File: src/rtl/memory_neuron_array_if.sv
// Write port, recall request and recall result bundle for memory_neuron_array.
// The inter-neuron/bench side uses master; the store uses slave.
interface memory_neuron_array_if #(
  parameter int FW = 7,
  parameter int AW = 5
);
  logic               wE;
  logic [AW-1:0]      wAddr;
  logic [FW+AW-1:0]   shape_code;
  logic               query_start;
  logic [FW-1:0]      query_flat;
  logic               busy;
  logic               done;
  logic               match_found;
  logic [AW-1:0]      match_addr;
  logic [FW+AW-1:0]   match_code;
  logic [AW-1:0]      count;

  modport master (
    output wE, wAddr, shape_code, query_start, query_flat,
    input  busy, done, match_found, match_addr, match_code, count
  );

  modport slave (
    input  wE, wAddr, shape_code, query_start, query_flat,
    output busy, done, match_found, match_addr, match_code, count
  );
endinterface

File: src/rtl/memory_neuron_array.sv
// Shape-code store with a first-match recall engine scanning entries in index order.
// state | meaning
// IDLE  | waiting for query_start
// SCAN  | comparing entry idx against the latched query flatness
// DONE  | one-cycle done pulse; results already registered
module memory_neuron_array #(
  parameter int DEPTH = 20,
  parameter int FW    = 7,
  parameter int AW    = 5
) (
  input  logic                 clk,
  input  logic                 rst,
  memory_neuron_array_if.slave bus
);
  localparam int CW = FW + AW;

  typedef enum logic [1:0] {IDLE, SCAN, DONE} state_t;

  state_t          state, state_nxt;
  logic [CW-1:0]   mem [DEPTH];
  logic [DEPTH-1:0] valid;
  logic [AW-1:0]   count;
  logic [AW-1:0]   idx;
  logic [FW-1:0]   q_reg;
  logic            match_found;
  logic [AW-1:0]   match_addr;
  logic [CW-1:0]   match_code;

  logic wr_ok, hit, last;
  logic start, step, ld_hit, ld_miss;

  assign wr_ok = bus.wE && (bus.wAddr < AW'(DEPTH));
  // Compare reads the registered contents, so a same-edge write is not seen yet.
  assign hit   = valid[idx] && (mem[idx][CW-1:AW] == q_reg);
  assign last  = (idx == AW'(DEPTH - 1));

  always_comb begin
    state_nxt = state;
    start     = 1'b0;
    step      = 1'b0;
    ld_hit    = 1'b0;
    ld_miss   = 1'b0;
    case (state)
      IDLE: begin
        if (bus.query_start) begin
          state_nxt = SCAN;
          start     = 1'b1;
        end
      end
      SCAN: begin
        if (hit) begin
          state_nxt = DONE;
          ld_hit    = 1'b1;
        end else if (last) begin
          state_nxt = DONE;
          ld_miss   = 1'b1;
        end else begin
          step = 1'b1;
        end
      end
      DONE: begin
        // The edge closing DONE may already launch the next recall.
        if (bus.query_start) begin
          state_nxt = SCAN;
          start     = 1'b1;
        end else begin
          state_nxt = IDLE;
        end
      end
      default: state_nxt = IDLE;
    endcase
  end

  always_ff @(posedge clk) begin
    if (rst) begin
      state       <= IDLE;
      valid       <= '0;
      count       <= '0;
      idx         <= '0;
      q_reg       <= '0;
      match_found <= 1'b0;
      match_addr  <= '0;
      match_code  <= '0;
    end else begin
      state <= state_nxt;
      if (wr_ok) begin
        valid[bus.wAddr] <= 1'b1;
        if (!valid[bus.wAddr]) count <= count + 1'b1;
      end
      if (start) begin
        q_reg <= bus.query_flat;
        idx   <= '0;
      end
      if (step) idx <= idx + 1'b1;
      if (ld_hit) begin
        match_found <= 1'b1;
        match_addr  <= idx;
        match_code  <= mem[idx];
      end
      if (ld_miss) begin
        match_found <= 1'b0;
        match_addr  <= '0;
        match_code  <= '0;
      end
    end
  end

  always_ff @(posedge clk) begin
    if (wr_ok) mem[bus.wAddr] <= bus.shape_code;
  end

  assign bus.busy        = (state != IDLE);
  assign bus.done        = (state == DONE);
  assign bus.match_found = match_found;
  assign bus.match_addr  = match_addr;
  assign bus.match_code  = match_code;
  assign bus.count       = count;
endmodule

File: src/flat_wrapper.sv
// flat-port wrapper written by rule: the top's interface ports become plain ports
module memory_neuron_array_flat 
#(
  parameter int DEPTH = 20,
  parameter int FW    = 7,
  parameter int AW    = 5
)
  (clk, rst, bus_wE, bus_wAddr, bus_shape_code, bus_query_start, bus_query_flat, bus_busy, bus_done, bus_match_found, bus_match_addr, bus_match_code, bus_count);
  memory_neuron_array_if #(.FW(FW), .AW(AW)) bus_i ();
  input  logic clk;
  input  logic rst;
  input wire logic [$bits(bus_i.wE)-1:0] bus_wE;
  input wire logic [$bits(bus_i.wAddr)-1:0] bus_wAddr;
  input wire logic [$bits(bus_i.shape_code)-1:0] bus_shape_code;
  input wire logic [$bits(bus_i.query_start)-1:0] bus_query_start;
  input wire logic [$bits(bus_i.query_flat)-1:0] bus_query_flat;
  output wire logic [$bits(bus_i.busy)-1:0] bus_busy;
  output wire logic [$bits(bus_i.done)-1:0] bus_done;
  output wire logic [$bits(bus_i.match_found)-1:0] bus_match_found;
  output wire logic [$bits(bus_i.match_addr)-1:0] bus_match_addr;
  output wire logic [$bits(bus_i.match_code)-1:0] bus_match_code;
  output wire logic [$bits(bus_i.count)-1:0] bus_count;
  assign bus_i.wE = bus_wE;
  assign bus_i.wAddr = bus_wAddr;
  assign bus_i.shape_code = bus_shape_code;
  assign bus_i.query_start = bus_query_start;
  assign bus_i.query_flat = bus_query_flat;
  assign bus_busy = bus_i.busy;
  assign bus_done = bus_i.done;
  assign bus_match_found = bus_i.match_found;
  assign bus_match_addr = bus_i.match_addr;
  assign bus_match_code = bus_i.match_code;
  assign bus_count = bus_i.count;
  memory_neuron_array #(.DEPTH(DEPTH), .FW(FW), .AW(AW)) u_core (.clk(clk), .rst(rst), .bus(bus_i));
endmodule
File: config.mk
export PLATFORM = sky130hd
export DESIGN_NAME = memory_neuron_array_flat
export DESIGN_NICKNAME = d
export VERILOG_FILES = /design/src/rtl/memory_neuron_array_if.sv /design/src/rtl/memory_neuron_array.sv /design/src/flat_wrapper.sv
export SDC_FILE = /design/constraint.sdc
export NUM_CORES = 1
export LEC_CHECK = 0
export BUFFER_PORTS_ARGS = -buffer_cell sky130_fd_sc_hd__buf_4
export CORE_ASPECT_RATIO = 0.9
export CORE_MARGIN = 2
export CORE_UTILIZATION = 35
export DETAILED_ROUTE_END_ITERATION = 16
export PLACE_DENSITY_LB_ADDON = 0.1
export SLEW_MARGIN = 5
export SYNTH_ARGS = -nofsm -noshare
export SYNTH_HDL_FRONTEND = slang
export SYNTH_SLANG_ARGS = --single-unit
File: constraint.sdc
create_clock -name clk -period 8.3 [get_ports clk]
set_input_delay 0.415 -clock clk [delete_from_list [all_inputs] [get_ports clk]]
set_output_delay 0.415 -clock clk [all_outputs]
set_load 0.01 [all_outputs]
==> flow_summary.toml <==
[global_routing]
track_usage_pct = 17.5
antenna_found_initial = 0
grt_overflow = 0
grt_pass1_wl_mm = 47.0
grt_max_degree = 46
grt_pass1_vias = 7290

[clock_network]
clk_path_buf_depth = 3
cts_setup_buffers = 0
clock_tree.htree_level_count = 2
cts_resized = 0
cts.reportedPaths.clkPinSlew_ps = 60
cts_tree = "built"
cts.sinks = 302
clk_latency_ps = 510
hold_buffers = 0
cts_buffers = 34
clock-root-buffer = "clkbuf_16"

[finish]
n_antenna_cell = 0
n_fill_cell = 3216
final_common_cell = "edfxtp_1"
regMostFlops = "u_core.mem"
final_area_mm2 = 0.0143
layout_common_cells = "edfxtp_1, buf_4, nor2_1, dfxtp_1, mux4_2"
drive_gt1_share_pct = 24.8
nNetsFinal = 872
fin_cells = 1335
top_regs = "u_core.mem x240, u_core.valid x20, u_core.bus.match_code x12"
largest_register_ffs = 240
area_growth_pct = 16.4

[floorplan]
die_area_mm2 = 0.0366
start_util_pct = 35.3
rows = 65
die-width_um = 201
ios = 53
core_mm2 = 0.0348
die_y_um = 182

[run_status]
status = "finished clean"

[setup_path]
crit_slowest_cell = "buf_4"
path_class = "reg2reg"
startpoint_type = "flip-flop"
critPathMaxFanout = 44
end_kind = "flip-flop"
required_ps = 8720
cp_common_cell = "buf_4"
critPathMaxStageDelay_ps = 700
worstPathCellList = "buf_4, mux4_2, mux2i_1, a2111oi_2, o21a_1, o21ai_1, or4_1, buf_4, a21o_1, nor3_1"
cp.arrival_ps = 4740

[timing]
rsz0062_at_grt = "false"
fmax_mhz = 232
slew_headroom_pct = 32.8
tightest_slew_ps = 1000
final.setup_skew_ps = 13.0
period_share_pct = 52.0
fin_crit_ps = 4320
setup_viol = 0
slew_violations = 0
holdWs_ps = 148
finalHoldViolCount = 0
tns_ps = 0

[detailed_routing]
vias = 7179
drt.antenna.violating_nets = 0
drc_errors = 0
wl_met2_mm = 14.9
via_per_inst = 5.38
highest_layer = "met4"
firstDrtPassIters = 5
avgRoutedWirePerCell_um = 23.6
drt-initial-drc-count = 593
wirelength_mm = 31.5
met1_length_mm = 14.4
wl_met3_mm = 1.54

[synth]
yosysTopAreaCellShare_pct = 58.7
yosysSeqAreaShare_pct = 68.8
synthMuxAreaShare_pct = 14.5
synth_adder_area_share_pct = 0.204
synthSimpleGateAreaFrac_pct = 7.73
synth_area_mm2 = 0.0123
synth_edf_count = 240
synth_seq_cells = 302
synth_area_leaders = "edfxtp_1, mux4_2, dfxtp_1"
async_reset_ff_share_pct = 0
syn_inst = 777
ys_types = 58
synth_nets = 807
synth_area_leader_cell = "edfxtp_1"
yosysWarnings = 0
synth_top_family_by_area = "multiplexers"
synth_compound_area_share_pct = 6.00
syn_area_per_cell_um2 = 15.8
synth-xor-area-share_pct = 0.428
synthFlopType = "edfxtp_1"

[run]
maxCapViolations = 0

[min_path]
min_path_type = "in2reg"

[pwr]
p_leak_nw = 4.56
vdd_drop_max_mv = 0.144
p_per_area_mw_per_mm2 = 227

[place]
post_dp_cell_area_mm2 = 0.0132
port_buffers = 52
gp_congestion = 0.797
dp_hpwl_mm = 19.1
dp_cells = 1275
-- stage by stage --
stage                     setup WS [ps]  util [%]  total power (W)
after global placement             4090      38.1          0.00185
after detailed placement           3990      38.1          0.00185
after global routing               3670      41.1          0.00336
after floorplan                    5460         -          0.00179
after CTS                          3960      41.1          0.00328
final                              3980      41.1          0.00324
-- logic make-up (layout without fill, tap and decap cells) --
| group | count (synthesis) | count (layout) |
|---|---|---|
| compound gates | 105 | 105 |
| xor+xnor | 6 | 6 |
| fa+ha+maj | 2 | 2 |
| buf+inv | 54 | 143 |
| flops | 302 | 302 |
| mux | 106 | 106 |
| simple gates | 202 | 202 |
-- metal layers --
layer,GRT usage (%),vias to the layer above
met5,0,-
met4,4.82,0
met3,2.62,51
met2,28.1,207
met1,24.8,3754
li1,-,3167
-- critical path: cells and delay by family, from the launching register on --
kind / cells / cell delay, ps
buf+inv: 2 / 940
compound gates: 4 / 1300
flops: 1 / 610
mux: 2 / 470
simple gates: 2 / 830
-- final timing paths --
check | start | slack, ps | depth (start not counted) | end
max | flip-flop | 3980 | 10 | u_core.bus.match_code[8]
min | bus_query_flat[6] | 150 | 3 | u_core.q_reg[6]
max reg2reg | flip-flop | 3980 | 10 | u_core.bus.match_code[8]
min reg2reg | u_core.bus.match_addr[4] | 480 | 2 | u_core.bus.match_addr[4]
-- power by group --
part / leakage [nW] / switching [W] / internal (W) / total (W)
sequential: 2.67 / 0.0000132 / 0.00165 / 0.00167
clock: 0.517 / 0.000586 / 0.000836 / 0.00142
combinational: 1.38 / 0.0000924 / 0.0000602 / 0.000153
-- synth_stat cells, types with 3 or more instances --
cell type,count
buf_2,6
a21oi_2,9
nand2_1,40
o21ba_2,3
o22ai_1,4
o311ai_1,4
mux2_2,9
nor3_1,23
a22o_1,4
buf_6,10
buf_4,3
a221oi_1,3
buf_1,4
edfxtp_1,240
nand3b_1,5
o21ai_0,4
xor2_1,5
o211ai_1,4
a21o_1,3
and2_1,3
o21ai_1,15
inv_1,5
a21oi_1,28
clkbuf_1,25
dfxtp_1,62
mux4_2,56
nand4_1,4
a22oi_1,4
nor3b_1,4
nor2b_1,13
o2111ai_1,4
nor2_1,67
mux2i_1,39
nand2b_1,8
nand3_1,27
-- area by class of cell --
cell class | instances | area [um^2] | area share, %
repair buffers | 77 | 578 | 4.04
clock inverters | 18 | 105 | 0.735
multi-input cells | 421 | 3610 | 25.2
inverters | 6 | 22.5 | 0.158
well taps | 469 | 587 | 4.10
flip-flops and latches | 302 | 8450 | 59.1
clock buffers | 42 | 945 | 6.61
Note: power is estimated with default switching activity, not from simulation.
